==> src/rtl/kronecker_pkg.sv <==
// Shared types and widths for the masked Kronecker-delta sequencer.
// Randomness staging for the three AND levels lives here so the wiring is visible in one place.
package kronecker_pkg;

  typedef enum logic [1:0] {
    IDLE = 2'd0,
    S1   = 2'd1,
    S2   = 2'd2,
    S3   = 2'd3
  } kr_state_e;

  localparam int KR_LEVELS  = 3;
  localparam int KR_RND_W   = 6;
  localparam int KR_SHARE_W = 8;
  localparam int KR_IN_W    = 16;
  localparam int KR_OUT_W   = 2;

  // Level 3 reuses r[0]: the datapath ties r1 and r7 to the same wire.
  function automatic logic [KR_RND_W-1:0] kr_level_rand(input kr_state_e st,
                                                        input logic [KR_RND_W-1:0] r);
    logic [KR_RND_W-1:0] v;
    v = '0;
    case (st)
      S1:      v = {2'b00, r[3:0]};
      S2:      v = {r[5:4], 4'b0000};
      S3:      v = {5'b00000, r[0]};
      default: v = '0;
    endcase
    return v;
  endfunction

endpackage

==> src/rtl/kronecker_if.sv <==
// Handshake and datapath bundle around the Kronecker-delta sequencer.
// slave = the controller; master = whatever drives it (PRNG, producer, datapath, consumer).
interface kronecker_if;
  import kronecker_pkg::*;

  logic                in_valid;
  logic                in_ready;
  logic [KR_IN_W-1:0]  in_data;
  logic                rnd_valid;
  logic                rnd_ready;
  logic [KR_RND_W-1:0] rnd_data;
  logic [KR_IN_W-1:0]  kr_inp;
  logic [KR_RND_W-1:0] kr_rand;
  logic [KR_OUT_W-1:0] kr_z;
  logic                out_valid;
  logic                out_ready;
  logic [KR_OUT_W-1:0] out_data;
  logic                busy;

  modport slave (
    input  in_valid, in_data, rnd_valid, rnd_data, kr_z, out_ready,
    output in_ready, rnd_ready, kr_inp, kr_rand, out_valid, out_data, busy
  );

  modport master (
    output in_valid, in_data, rnd_valid, rnd_data, kr_z, out_ready,
    input  in_ready, rnd_ready, kr_inp, kr_rand, out_valid, out_data, busy
  );

endinterface

==> src/rtl/kronecker_out_fifo.sv <==
// First-word-fall-through result buffer with occupancy count.
// Read data is forced to zero while empty so nothing stale leaks to the consumer.
module kronecker_out_fifo #(
  parameter int  DEPTH = 2,
  parameter int  WIDTH = 2,
  localparam int CNT_W = $clog2(DEPTH + 1),
  localparam int PTR_W = (DEPTH > 1) ? $clog2(DEPTH) : 1
) (
  input  logic             clk,
  input  logic             rst,
  input  logic             push_i,
  input  logic [WIDTH-1:0] wdata_i,
  input  logic             pop_i,
  output logic [WIDTH-1:0] rdata_o,
  output logic [CNT_W-1:0] count_o,
  output logic             full_o,
  output logic             empty_o
);

  logic [WIDTH-1:0] mem_q [DEPTH];
  logic [PTR_W-1:0] wr_ptr_q, wr_ptr_d;
  logic [PTR_W-1:0] rd_ptr_q, rd_ptr_d;
  logic [CNT_W-1:0] count_q, count_d;
  logic             do_push, do_pop;

  function automatic logic [PTR_W-1:0] ptr_inc(input logic [PTR_W-1:0] p);
    return (p == PTR_W'(DEPTH - 1)) ? '0 : p + 1'b1;
  endfunction

  always_comb begin
    empty_o  = (count_q == '0);
    full_o   = (count_q == CNT_W'(DEPTH));
    do_pop   = pop_i && !empty_o;
    do_push  = push_i && (!full_o || do_pop);
    wr_ptr_d = do_push ? ptr_inc(wr_ptr_q) : wr_ptr_q;
    rd_ptr_d = do_pop  ? ptr_inc(rd_ptr_q) : rd_ptr_q;
    count_d  = count_q;
    if (do_push && !do_pop) count_d = count_q + 1'b1;
    if (do_pop && !do_push) count_d = count_q - 1'b1;
    rdata_o  = empty_o ? '0 : mem_q[rd_ptr_q];
    count_o  = count_q;
  end

  always_ff @(posedge clk) begin
    if (rst) begin
      wr_ptr_q <= '0;
      rd_ptr_q <= '0;
      count_q  <= '0;
      for (int i = 0; i < DEPTH; i++) mem_q[i] <= '0;
    end else begin
      if (do_push) mem_q[wr_ptr_q] <= wdata_i;
      wr_ptr_q <= wr_ptr_d;
      rd_ptr_q <= rd_ptr_d;
      count_q  <= count_d;
    end
  end

endmodule

==> src/rtl/kronecker_ctrl.sv <==
// Sequencer for the d=1 masked Kronecker-delta datapath: stages shares and randomness per AND level,
// precharges idle datapath inputs, and buffers the 2-share result behind valid/ready.
module kronecker_ctrl
  import kronecker_pkg::*;
#(
  parameter int OBUF_DEPTH = 2,
  parameter bit PRECHARGE  = 1'b1
) (
  input logic        clk,
  input logic        rst,
  kronecker_if.slave bus
);

  localparam int CNT_W = $clog2(OBUF_DEPTH + 1);

  kr_state_e           state_q, state_d;
  logic [KR_IN_W-1:0]  data_q, data_d;
  logic [KR_RND_W-1:0] rnd_q, rnd_d;
  logic                cap_pend_q, cap_pend_d;
  logic [KR_IN_W-1:0]  inp_hold_q;
  logic [KR_RND_W-1:0] rand_hold_q;

  logic [CNT_W-1:0]    fifo_count;
  logic [KR_OUT_W-1:0] fifo_rdata;
  logic                fifo_full, fifo_empty, pop;
  logic [1:0]          inflight;
  logic                credit_ok, issue_slot, in_ready, issue;
  logic [KR_IN_W-1:0]  kr_inp;
  logic [KR_RND_W-1:0] kr_rand;

  // A result counts against the buffer from its issue edge until it lands in the FIFO.
  assign inflight  = {1'b0, state_q != IDLE} + {1'b0, cap_pend_q};
  assign credit_ok = (int'(fifo_count) + int'(inflight)) < OBUF_DEPTH;

  always_comb begin
    state_d    = state_q;
    data_d     = data_q;
    rnd_d      = rnd_q;
    cap_pend_d = (state_q == S3);
    issue_slot = !rst && ((state_q == IDLE) || (state_q == S3));
    in_ready   = issue_slot && bus.rnd_valid && credit_ok;
    issue      = in_ready && bus.in_valid;
    kr_inp     = PRECHARGE ? '0 : inp_hold_q;
    kr_rand    = PRECHARGE ? '0 : rand_hold_q;

    case (state_q)
      IDLE: if (issue) state_d = S1;
      S1: begin
        state_d = S2;
        kr_inp  = data_q;
        kr_rand = kr_level_rand(S1, rnd_q);
      end
      S2: begin
        state_d = S3;
        kr_rand = kr_level_rand(S2, rnd_q);
      end
      S3: begin
        state_d = issue ? S1 : IDLE;
        kr_rand = kr_level_rand(S3, rnd_q);
      end
      default: state_d = IDLE;
    endcase

    if (issue) begin
      data_d = bus.in_data;
      rnd_d  = bus.rnd_data;
    end
  end

  always_ff @(posedge clk) begin
    if (rst) begin
      state_q     <= IDLE;
      data_q      <= '0;
      rnd_q       <= '0;
      cap_pend_q  <= 1'b0;
      inp_hold_q  <= '0;
      rand_hold_q <= '0;
    end else begin
      state_q     <= state_d;
      data_q      <= data_d;
      rnd_q       <= rnd_d;
      cap_pend_q  <= cap_pend_d;
      inp_hold_q  <= kr_inp;
      rand_hold_q <= kr_rand;
    end
  end

  kronecker_out_fifo #(
    .DEPTH (OBUF_DEPTH),
    .WIDTH (KR_OUT_W)
  ) u_out_fifo (
    .clk     (clk),
    .rst     (rst),
    .push_i  (cap_pend_q),
    .wdata_i (bus.kr_z),
    .pop_i   (pop),
    .rdata_o (fifo_rdata),
    .count_o (fifo_count),
    .full_o  (fifo_full),
    .empty_o (fifo_empty)
  );

  assign pop           = !fifo_empty && bus.out_ready;
  assign bus.in_ready  = in_ready;
  assign bus.rnd_ready = issue;
  assign bus.kr_inp    = kr_inp;
  assign bus.kr_rand   = kr_rand;
  assign bus.out_valid = !fifo_empty;
  assign bus.out_data  = fifo_rdata;
  assign bus.busy      = (state_q != IDLE) || cap_pend_q || (fifo_count != '0);

  // The credit check is what keeps this from ever firing; there is no overflow path.
  cap_room_a: assert property (@(posedge clk) disable iff (rst) cap_pend_q |-> !fifo_full);

endmodule

==> src/flat_wrapper.sv <==
// flat-port wrapper written by rule: the top's interface ports become plain ports
module kronecker_ctrl_flat import kronecker_pkg::*;
#(
  parameter int OBUF_DEPTH = 2,
  parameter bit PRECHARGE  = 1'b1
)
  (clk, rst, bus_in_valid, bus_in_data, bus_rnd_valid, bus_rnd_data, bus_kr_z, bus_out_ready, bus_in_ready, bus_rnd_ready, bus_kr_inp, bus_kr_rand, bus_out_valid, bus_out_data, bus_busy);
  kronecker_if bus_i ();
  input logic clk;
  input logic rst;
  input wire logic [$bits(bus_i.in_valid)-1:0] bus_in_valid;
  input wire logic [$bits(bus_i.in_data)-1:0] bus_in_data;
  input wire logic [$bits(bus_i.rnd_valid)-1:0] bus_rnd_valid;
  input wire logic [$bits(bus_i.rnd_data)-1:0] bus_rnd_data;
  input wire logic [$bits(bus_i.kr_z)-1:0] bus_kr_z;
  input wire logic [$bits(bus_i.out_ready)-1:0] bus_out_ready;
  output wire logic [$bits(bus_i.in_ready)-1:0] bus_in_ready;
  output wire logic [$bits(bus_i.rnd_ready)-1:0] bus_rnd_ready;
  output wire logic [$bits(bus_i.kr_inp)-1:0] bus_kr_inp;
  output wire logic [$bits(bus_i.kr_rand)-1:0] bus_kr_rand;
  output wire logic [$bits(bus_i.out_valid)-1:0] bus_out_valid;
  output wire logic [$bits(bus_i.out_data)-1:0] bus_out_data;
  output wire logic [$bits(bus_i.busy)-1:0] bus_busy;
  assign bus_i.in_valid = bus_in_valid;
  assign bus_i.in_data = bus_in_data;
  assign bus_i.rnd_valid = bus_rnd_valid;
  assign bus_i.rnd_data = bus_rnd_data;
  assign bus_i.kr_z = bus_kr_z;
  assign bus_i.out_ready = bus_out_ready;
  assign bus_in_ready = bus_i.in_ready;
  assign bus_rnd_ready = bus_i.rnd_ready;
  assign bus_kr_inp = bus_i.kr_inp;
  assign bus_kr_rand = bus_i.kr_rand;
  assign bus_out_valid = bus_i.out_valid;
  assign bus_out_data = bus_i.out_data;
  assign bus_busy = bus_i.busy;
  kronecker_ctrl #(.OBUF_DEPTH(OBUF_DEPTH), .PRECHARGE(PRECHARGE)) u_core (.clk(clk), .rst(rst), .bus(bus_i));
endmodule
==> config.mk <==
export PLATFORM = sky130hd
export DESIGN_NAME = kronecker_ctrl_flat
export DESIGN_NICKNAME = d
export VERILOG_FILES = /design/src/rtl/kronecker_pkg.sv /design/src/rtl/kronecker_if.sv /design/src/rtl/kronecker_out_fifo.sv /design/src/rtl/kronecker_ctrl.sv /design/src/flat_wrapper.sv
export SDC_FILE = /design/constraint.sdc
export NUM_CORES = 1
export LEC_CHECK = 0
export CAP_MARGIN = 30
export CORE_UTILIZATION = 45
export CTS_CLUSTER_DIAMETER = 50
export DETAILED_ROUTE_END_ITERATION = 12
export MAX_ROUTING_LAYER = met4
export PLACE_DENSITY = 0.79
export SYNTH_ARGS = -nofsm -noshare
export SYNTH_HDL_FRONTEND = slang
export SYNTH_HIERARCHICAL = 1
export SYNTH_SLANG_ARGS = --single-unit
==> constraint.sdc <==
create_clock -name clk -period 2.8 [get_ports clk]
set_clock_uncertainty 0.2 [all_clocks]
set_input_delay 0.56 -clock clk [delete_from_list [all_inputs] [get_ports clk]]
set_output_delay 0.56 -clock clk [all_outputs]
set_load 0.005 [all_outputs]
==> Implementation_results.wiki, run 1 <==
{| class="wikitable"
! Metric !! Value
|-
| Initial antenna violation count || 0
|-
| Final critical-path share of the clock period || 96.2%
|-
| Number of antenna-violating nets in the routed design || 0
|-
| Cell type of the slowest stage on the worst timing path || sky130_fd_sc_hd__dfxtp_1
|-
| Total number of nets in the final design || 286
|-
| Share of total power in sequential cells || about two fifths
|-
| Worst slew margin relative to its limit || 75.9%
|-
| Setup crit end kind || output port
|-
| Outcome || finished clean
|-
| Logic gate share of total power || 33.5%
|-
| Most frequent standard cell in the layout excluding fill and tap cells || sky130_fd_sc_hd__clkdlybuf4s50_1
|-
| # rows || 21
|-
| Endpoint arrival time on the critical path || 1930 ps
|-
| Layout cell share with drive strength beyond 1 || 13.1%
|-
| Fillers || 297
|-
| Pin count of the biggest net entering global routing || 37
|-
| DP Wirelength || 2620 um
|-
| Slew at the pin closest to its max-slew limit || around 360 ps
|-
| Synthesized cell area || 1690 um2
|-
| Port buffer count || 56
|-
| Count of unresolved DRC violations after routing || 0
|-
| Effective utilization at floorplan || 48.6%
|-
| Slew Viols, Final || 0
|-
| Maximum frequency from static timing analysis || 371 MHz
|-
| Yosys synthesis warning count || 6
|-
| Clock power frac || 27.1%
|-
| Router iterations before antenna repair || 4
|-
| Hold crit path type || flip-flop to flip-flop
|-
| Commonest cells after routing, fill and taps aside || sky130_fd_sc_hd__clkdlybuf4s50_1, sky130_fd_sc_hd__dfxtp_1, sky130_fd_sc_hd__a21oi_1
|-
| Worst Path Buf+Inv || 4
|-
| Worst-path fanout max || 3
|-
| Max-cap check violation count || 0
|-
| Total GRT Usage || 21.7%
|-
| Crit-path cells || inv_1 > ha_2 > inv_2 > ha_4 > a211o_1 > buf_4 > nor2_2 > dlygate4sd2_1
|-
| Skew-Pair Late Insertion Delay || 280 ps
|-
| Clock Sinks || 34
|-
| Clock-pin slew of the registers on the worst-case setup and hold paths || 70 ps
|-
| Overall die area || 3990 um2
|-
| Root buffer selected by CTS || sky130_fd_sc_hd__clkbuf_8
|-
| Final critical-path required period || 2690 ps
|-
| Switching power share of the total || 32.2%
|-
| Post-route core utilization || 69.8%
|-
| Cts bufs inserted || 5
|-
| Remaining global-route overflow || 0
|-
| Syn Inst Count || 189
|-
| Area inside the core boundary || 3470 um2
|-
| Final Hold Viols || 0
|-
| Die Y || roughly 63 um
|-
| Average via count per standard cell || 5.21
|-
| Type of the worst setup path || flip-flop to output port
|-
| Vias in the first global route || 1436
|-
| Last weighted congestion value of the routability-driven placer || 0.790
|-
| Maximum clock insertion buffer count || 2
|-
| Required arrival time at the worst endpoint || 2040 ps
|-
| Setup repair after global routing missed its margin || false
|-
| CTS tree || done
|-
| Reported leakage power || 0.940 nW
|-
| Via count || about 1.6k
|-
| H-Tree Depth || 2
|-
| Signed area change from the synthesized netlist to the final layout || 43.7%
|-
| Final-layout setup total negative slack || 0 ps
|-
| Sw Pwr || about 440 uW
|-
| WL/cell || roughly 13 um
|-
| Cell-internal power || 918 uW
|-
| Max rail drop VDD || 438 uV
|-
| Detailed Route WL || roughly 4000 um
|-
| Syn avg cell area || 8.92 um2
|-
| Power per standard cell area || 559 nW/um2
|-
| Peak per-stage delay on the critical path || 310 ps
|-
| Final Setup Violations || 0
|-
| Die width || 63.2 um
|-
| Sort of element at the start of the critical path || flip-flop
|-
| Global-route wire length before repair || 6560 um
|-
| Number of DRC markers after the initial detailed-route iteration || 143
|-
| Nets in the synthesized netlist || ~220
|-
| Antenna Cells || 0
|-
| Crit path max-delay family || buffers and inverters
|-
| IO Pins || 57
|}
==> power groups by stage <==
stage          sequential, mW  combinational (mW)  clock, mW
6_report                0.534               0.455      0.367
5_1_grt                 0.537               0.495      0.402
4_1_cts                 0.534               0.431      0.374
3_5_place_dp            0.545               0.423          0
3_3_place_gp            0.543               0.418          0
2_1_floorplan           0.545               0.241          0
==> metal layers <==
layer / track usage [%] / share of wire [%] / wire length [um] / vias to the layer above
met4: 7.67 / 1.4 / 55 / 0
met3: 6.34 / 4.8 / 192 / 6
met5: - / 0 / 0 / -
met1: 25.2 / 47 / 1860 / 716
li1: - / - / - / 791
met2: 35.6 / 47 / 1890 / 40
==> worst paths after layout <==
check / slack [ps] / end / cells after the start / start
worst min-delay path: 270 / u_core/data_q[3]$_SDFFE_PP0P_ / 2 / u_core/data_q[3]$_SDFFE_PP0P_
worst max register to register: 570 / u_core/u_out_fifo/count_o[1]$_SDFFE_PP0P_ / 8 / u_core/u_out_fifo/count_o[0]$_SDFFE_PP0P_
worst min register to register: 270 / u_core/data_q[3]$_SDFFE_PP0P_ / 2 / u_core/data_q[3]$_SDFFE_PP0P_
worst max-delay path: 110 / bus_rnd_ready / 8 / u_core/state_q[1]$_SDFFE_PP0P_
==> tightest hold or removal path: cells and delay by family, from the launching register on <==
| family | cells | cell delay (ps) |
|---|---|---|
| AO/OA/AOI/OAI | 2 | 120 |
| flip-flops | 1 | 300 |
==> state kept, by name, summed over array words and instances (netlist names), named ones only <==
| name | flops |
|---|---|
| u_core/data_q | 16 |
| u_core/u_out_fifo/mem_q | 4 |
| u_core/u_out_fifo/count_o | 2 |
| u_core/u_out_fifo/rd_ptr_q | 1 |
| u_core/cap_pend_q | 1 |
| u_core/rnd_q | 6 |
| u_core/u_out_fifo/wr_ptr_q | 1 |
| u_core/state_q | 2 |
==> through the flow <==
step                      instances  cell area, um2  worst slack (ps)  power, mW  hold slack (ps)
after floorplan                 189            1690               214      0.786              246
after global placement          288            2300              71.3      0.961              256
final                           298            2420               107       1.36              271
after CTS                       297            2400              8.98       1.34              273
after global routing            298            2420              11.6       1.43              300
after detailed placement        288            2300              15.3      0.968              264
==> repair_timing <==
item	in CTS	in global routing
resized for setup	8	3
setup buffers	1	1
pin swaps	1	2
endpoints found under the setup margin	3	21
hold endpoints to repair	0	0
hold buffers	0	0
==> cell type report <==
type / count / area, um2 / share of cell area [%]
clock inverter: 1 / 5.00 / 0.207
multi-input combinational: 135 / 880 / 36.3
tap: 46 / 57.6 / 2.38
inverter: 6 / 22.5 / 0.930
timing repair buffer: 69 / 651 / 26.9
sequential: 34 / 721 / 29.8
clock buffer: 7 / 86.3 / 3.56
(Power assumes the default switching activity.)
==> inputs of run 2 (changes only) <==
clock period = 2.65 ns   (was 2.8 ns; I/O delays follow)
==> run 2 against run 1 <==
  * Critical path depth unchanged
  * Cell count up 0.67%
  * Worst hold slack better by 4.8 ps
  * Register-to-register slack worse by 90 ps
  * Clock power up 15%
  * Sequential cell count unchanged
  * Count of clock-buffer cells in the layout down 1
  * Combinational power up 18%
  * Largest cell class unchanged
  * Largest power group unchanged
==> Implementation_results.wiki, run 2 (synthesized netlist as in run 1, its figures left out) <==
{| class="wikitable"
! Metric !! Value
|-
| Worst-case reg-to-reg path depth || 8
|-
| Initial antenna violation count || 0
|-
| WL/cell || around 13 um
|-
| PnR Total Power || 1.53 mW
|-
| Area used by multi-input combinational logic || 900 um2
|-
| Commonest cells after routing, fill and taps aside || sky130_fd_sc_hd__clkdlybuf4s50_1, sky130_fd_sc_hd__dfxtp_1, sky130_fd_sc_hd__a21oi_1
|-
| Hold bufs inserted after CTS || 0
|-
| Register cell area after layout || 723 um2
|-
| Total GRT Usage || 22.0%
|-
| Worst hold path depth || 2
|-
| CTS tree || done
|-
| Worst slew margin relative to its limit || about 76%
|-
| Reg2Reg Setup Slack || 480 ps
|-
| DP Area || 2310 um2
|-
| Clock power frac || 27.7%
|-
| Worst Hold Slack || about 280 ps
|-
| Router iterations before antenna repair || 4
|-
| H-Tree Depth || 2
|-
| Power per standard cell area || 617 nW/um2
|-
| Final Hold Viols || 0
|-
| IO Pins || between 50 and 60
|-
| Remaining global-route overflow || 0
|-
| Signed area change from the synthesized netlist to the final layout || 46.8%
|-
| Type of the worst setup path || flip-flop to output port
|-
| Pin count of the biggest net entering global routing || 37
|-
| Final Setup Violations || 0
|-
| Overall die area || 3990 um2
|-
| Top register by number of flip-flops || u_core/data_q
|-
| Die width || 63.2 um
|-
| Cell area after layout || 2470 um2
|-
| Slew Viols, Final || 0
|-
| Hold crit path type || flip-flop to flip-flop
|-
| Met1 track demand over resource || 27.8%
|-
| Most congested layer reported by global routing || met2
|-
| Most frequent standard cell in the layout excluding fill and tap cells || sky130_fd_sc_hd__clkdlybuf4s50_1
|-
| Largest register FFs || 16
|-
| Maximum clock insertion buffer count || 2
|-
| Share of total power in sequential cells || 37.2%
|-
| Outcome || finished clean
|-
| Final critical-path required period || 2630 ps
|-
| Cell-internal power || 1.04 mW
|-
| Slew at the pin closest to its max-slew limit || 365 ps
|-
| Worst-path fanout max || 3
|-
| Maximum frequency from static timing analysis || between 300 and 400 MHz
|-
| FF-to-FF Start || u_core/u_out_fifo/count_o[0]$_SDFFE_PP0P_
|-
| Pre-CTS worst setup slack || -75.3 ps
|-
| Last weighted congestion value of the routability-driven placer || 0.808
|-
| Global-route wire length before repair || 6760 um
|-
| Final critical-path setup slack || 18.1 ps
|-
| Endpoint arrival time on the critical path || 1900 ps
|-
| Sw Pwr || 485 uW
|-
| Setup crit end kind || output port
|-
| Max-cap check violation count || 0
|-
| Detailed Route WL || a little over 4000 um
|-
| Setup repair after global routing missed its margin || true
|-
| Switching power share of the total || 31.7%
|-
| Max rail drop VDD || 429 uV
|-
| Worst flop-to-flop path endpoint || u_core/u_out_fifo/count_o[1]$_SDFFE_PP0P_
|-
| Clock-pin slew of the registers on the worst-case setup and hold paths || 70 ps
|-
| Area inside the core boundary || 3470 um2
|-
| Global-route track usage on met3 || 4.89%
|-
| Vias in the first global route || ~1.5k
|-
| Layout cell share with drive strength beyond 1 || 16.1%
|-
| Effective utilization at floorplan || 48.6%
|-
| Count of unresolved DRC violations after routing || 0
|-
| DP Wirelength || roughly 2600 um
|-
| Root buffer selected by CTS || sky130_fd_sc_hd__clkbuf_8
|-
| Total number of nets in the final design || 288
|-
| Port buffer count || 56
|-
| Die Y || between 60 and 70 um
|-
| Largest registers || u_core/data_q (16), u_core/rnd_q (6), u_core/u_out_fifo/mem_q (4)
|-
| # rows || 21
|-
| Via count || around 1.6k
|-
| Min-delay src || u_core/data_q[2]$_SDFFE_PP0P_
|-
| Reported leakage power || around 0.96 nW
|-
| Cts bufs inserted || 5
|-
| Average via count per standard cell || 5.35
|-
| Global Route met2 Usage || 34.9%
|-
| Number of antenna-violating nets in the routed design || 0
|-
| Number of DRC markers after the initial detailed-route iteration || between 150 and 200
|-
| Worst Hold Path EP || u_core/data_q[2]$_SDFFE_PP0P_
|-
| Antenna Cells || 0
|-
| Required arrival time at the worst endpoint || 1920 ps
|-
| Logic gate share of total power || 35.1%
|-
| Sort of element at the start of the critical path || flip-flop
|-
| Clock Sinks || 34
|-
| Skew-Pair Late Insertion Delay || 280 ps
|-
| Final critical-path share of the clock period || 99.3%
|-
| Fillers || 290
|}
run 2: changes by cell type in the layout (fill, tap and decap cells not counted), sizes merged:
cell	change
buf	+2
clkinv	+1
dlygate4sd2	-1
run 2: worst max path at each step:
stage | slack, ps | depth (start not counted) | end | startpoint
after floorplan | 90 | 7 | bus_in_ready | u_core/state_q[0]$_SDFFE_PP0P_
after global placement | -40 | 7 | bus_in_ready | u_core/state_q[0]$_SDFFE_PP0P_
after detailed placement | -80 | 7 | bus_in_ready | u_core/state_q[0]$_SDFFE_PP0P_
after CTS | 10 | 8 | bus_in_ready | u_core/state_q[1]$_SDFFE_PP0P_
after global routing | -60 | 8 | bus_in_ready | u_core/state_q[0]$_SDFFE_PP0P_
final | 20 | 8 | bus_in_ready | u_core/state_q[0]$_SDFFE_PP0P_
run 2: layout make-up:
class	instances	area share (%)
clock buffers	6	3.79
repair buffers	71	26.9
multi-input cells	135	36.3
flip-flops and latches	34	29.2
inverters	6	1.01
clock inverters	2	0.404
well taps	46	2.33
run 2: critical path, stage by stage (launching register included):
cell and delay [ps]:
sky130_fd_sc_hd__dfxtp_2 330, sky130_fd_sc_hd__inv_2 70, sky130_fd_sc_hd__ha_4 160, sky130_fd_sc_hd__inv_4 40, sky130_fd_sc_hd__ha_4 200, sky130_fd_sc_hd__a211o_1 320, sky130_fd_sc_hd__buf_6 130, sky130_fd_sc_hd__nor4b_2 230
sky130_fd_sc_hd__buf_2 150
run 2: timing repair:
| action | in CTS | in global routing |
|---|---|---|
| endpoints found under the setup margin | 23 | 15 |
| buffers inserted | 1 | 2 |
| pin swaps | 2 | 3 |
| gates resized for setup | 11 | 10 |
run 2: through the flow:
step | utilization [%] | setup TNS (ps) | std cells
after floorplan | - | 0 | 189
after global placement | 66.6 | -37.2 | 289
after detailed placement | 66.6 | -75.3 | 289
after CTS | 70.2 | 0 | 298
after global routing | 71.4 | -59.4 | 300
final | 71.4 | 0 | 300
run 2: per-layer routing:
metal  share of wire, %  vias to the layer above
met5                  0                        -
met4               0.67                        0
met3                5.8                        2
met2                 50                       52
met1                 44                      747
li1                   -                      804
run 2: power groups by stage:
stage / Combinational (mW) / Clock [mW] / Sequential [mW]
floorplan: 0.255 / 0 / 0.576
global placement: 0.451 / 0 / 0.575
detailed placement: 0.454 / 0 / 0.576
CTS: 0.475 / 0.435 / 0.564
global route: 0.591 / 0.461 / 0.572
finish: 0.537 / 0.423 / 0.568
==> inputs of run 3 (changes only) <==
CAP_MARGIN = 0   (was 30)
CORE_UTILIZATION = 47   (was 45)
CTS_BUF_LIST = sky130_fd_sc_hd__clkbuf_2 sky130_fd_sc_hd__clkbuf_4 sky130_fd_sc_hd__clkbuf_8   (was default)
PLACE_DENSITY = 0.82   (was 0.79)
==> run 3 against run 2 <==
  * Fmax shrank 1.3%
  * Combinational power up 0.7%
  * Power is 7.5% lower
  * The flow now finishes with violations (negative setup slack)
  * Sequential power hardly changed
  * Sequential share of layout area grew 0.28 points
  * First-iteration DRC count grew 8.3%
==> Implementation_results.wiki, run 3 (synthesized netlist as in run 1, its figures left out) <==
{| class="wikitable"
! Metric !! Value
|-
| Slew Viols, Final || 0
|-
| Clock Sinks || 34
|-
| Maximum frequency from static timing analysis || ~370 MHz
|-
| Pin count of the biggest net entering global routing || 31
|-
| Setup repair after global routing missed its margin || true
|-
| Average via count per standard cell || 5.26
|-
| Remaining global-route overflow || 0
|-
| Hold crit path type || flip-flop to flip-flop
|-
| Max rail drop VDD || 461 uV
|-
| Final critical-path setup slack || -16.7 ps
|-
| DP Area || 2330 um2
|-
| Last weighted congestion value of the routability-driven placer || 0.799
|-
| Final critical-path share of the clock period || 101%
|-
| Peak per-stage delay on the critical path || 340 ps
|-
| Global-route wire length before repair || approximately 6000 um
|-
| Area used by multi-input combinational logic || 900 um2
|-
| Final critical-path required period || 2670 ps
|-
| Sort of element at the start of the critical path || flip-flop
|-
| Max-cap check violation count || 0
|-
| Top register by number of flip-flops || u_core/data_q
|-
| Hold bufs inserted after CTS || 0
|-
| Reported leakage power || about 0.95 nW
|-
| Most frequent standard cell in the layout excluding fill and tap cells || sky130_fd_sc_hd__clkdlybuf4s50_1
|-
| Setup crit end kind || output port
|-
| Total length of routed met2 wires || roughly 2000 um
|-
| Router iterations before antenna repair || 4
|-
| Crit-path cells || inv_2 > ha_4 > inv_4 > ha_4 > a211o_1 > buf_6 > nor4b_2 > buf_2
|-
| Total GRT Usage || ~23%
|-
| Type of the worst setup path || flip-flop to output port
|-
| Total number of nets in the final design || 290
|-
| Root buffer selected by CTS || sky130_fd_sc_hd__clkbuf_4
|-
| Maximum clock insertion buffer count || 2
|-
| Area inside the core boundary || about 3400 um2
|-
| CTS tree || done
|-
| Final Setup Violations || 1
|-
| Crit path max-delay family || buffers and inverters
|-
| Post-route core utilization || about 72%
|-
| Worst Path Buf+Inv || 4
|-
| Worst-path fanout max || 2
|-
| Slew at the pin closest to its max-slew limit || approximately 320 ps
|-
| Count of unresolved DRC violations after routing || 0
|-
| Required arrival time at the worst endpoint || 1920 ps
|-
| Via count || 1589
|-
| Reg2Reg Setup Slack || about 430 ps
|-
| Die width || 61.9 um
|-
| Initial antenna violation count || 0
|-
| Outcome || finished with violations
|-
| Violations in the final reports || negative setup slack
|-
| Signed area change from the synthesized netlist to the final layout || 45.4%
|-
| Final Hold Viols || 0
|-
| Register cell area after layout || 723 um2
|-
| Number of antenna-violating nets in the routed design || 0
|-
| Vias in the first global route || roughly 1.4k
|-
| Cell area after layout || 2450 um2
|-
| Effective utilization at floorplan || slightly below 50%
|-
| Routed met3 length || approximately 190 um
|-
| Power per standard cell area || 576 nW/um2
|-
| Cell seen most often among critical-path stages || sky130_fd_sc_hd__ha_4
|-
| Worst slew margin relative to its limit || 78.6%
|-
| Detailed Route WL || 4060 um
|-
| Cts bufs inserted || 5
|-
| Endpoint arrival time on the critical path || 1940 ps
|-
| Number of DRC markers after the initial detailed-route iteration || 169
|-
| Port buffer count || 56
|-
| DP Wirelength || 2720 um
|-
| # rows || 21
|-
| Die Y || 61.9 um
|-
| H-Tree Depth || 2
|-
| Topmost layer with routed signal wires || met4
|-
| Largest register FFs || 16
|-
| IO Pins || 57
|-
| Largest registers || u_core/data_q (16), u_core/rnd_q (6), u_core/u_out_fifo/mem_q (4)
|-
| WL/cell || 13.4 um
|-
| Antenna Cells || 0
|-
| Routed length on met1 || 1810 um
|-
| Fillers || 251
|-
| Commonest cells after routing, fill and taps aside || sky130_fd_sc_hd__clkdlybuf4s50_1, sky130_fd_sc_hd__dfxtp_1, sky130_fd_sc_hd__a21oi_1
|-
| Layout cell share with drive strength beyond 1 || between 15 and 20%
|-
| Skew-Pair Late Insertion Delay || 330 ps
|-
| Overall die area || 3830 um2
|-
| Cell type of the slowest stage on the worst timing path || sky130_fd_sc_hd__dfxtp_2
|-
| Clock-pin slew of the registers on the worst-case setup and hold paths || 100 ps
|}
[run 3: repair_timing]
action                                 4_1_cts  5_1_grt
buffers inserted                             1        1
pin swaps                                    1        3
resized for setup                            9       13
endpoints found under the hold margin        0        0
setup endpoints to repair                   23       23
[run 3: power by group]
group          total (mW)  internal [mW]  switching (mW)
combinational       0.541          0.253           0.288
clock               0.305          0.139           0.166
sequential          0.567          0.553          0.0142
total                1.41          0.945           0.468
[run 3: through the flow]
stage	setup TNS [ps]	hold slack (ps)	worst slack (ps)	power, mW	cells
final	-16.7	278	-16.7	1.41	302
after global routing	-87.3	300	-87.3	1.50	302
after CTS	-87.7	281	-87.7	1.35	301
after detailed placement	-33.6	267	-33.6	1.04	292
after global placement	-17.6	255	-17.6	1.03	292
after floorplan	0	246	93.7	0.831	189
[run 3: per-layer routing]
layer  GRT usage [%]  vias up
li1                -      802
met1            26.2      738
met2            37.9       43
met3            6.21        6
met4            8.89        0
met5               -        -
[run 3: cell type report]
cell class	instances	area share (%)
tap	46	2.35
sequential	34	29.5
multi-input combinational	135	36.7
inverter	6	1.02
timing repair buffer	73	27.8
clock inverter	1	0.204
clock buffer	7	2.40
[run 3: worst paths after layout]
path                                                     to                                 startpoint  cells after the start
setup reg to reg  u_core/u_out_fifo/count_o[1]$_SDFFE_PP0P_  u_core/u_out_fifo/count_o[0]$_SDFFE_PP0P_                      8
hold reg to reg              u_core/data_q[15]$_SDFFE_PP0P_             u_core/data_q[15]$_SDFFE_PP0P_                      2
hold / removal               u_core/data_q[15]$_SDFFE_PP0P_             u_core/data_q[15]$_SDFFE_PP0P_                      2
setup / recovery                               bus_in_ready             u_core/state_q[1]$_SDFFE_PP0P_                      8
[run 3: worst reg2reg max path, cell delays in order (launching register included)]
cell	delay [ps]
sky130_fd_sc_hd__dfxtp_1	360
sky130_fd_sc_hd__buf_4	170
sky130_fd_sc_hd__nor2_1	220
sky130_fd_sc_hd__nor2b_1	110
sky130_fd_sc_hd__o21a_2	260
sky130_fd_sc_hd__inv_2	90
sky130_fd_sc_hd__ha_1	260
sky130_fd_sc_hd__or3_1	350
sky130_fd_sc_hd__a21oi_1	130
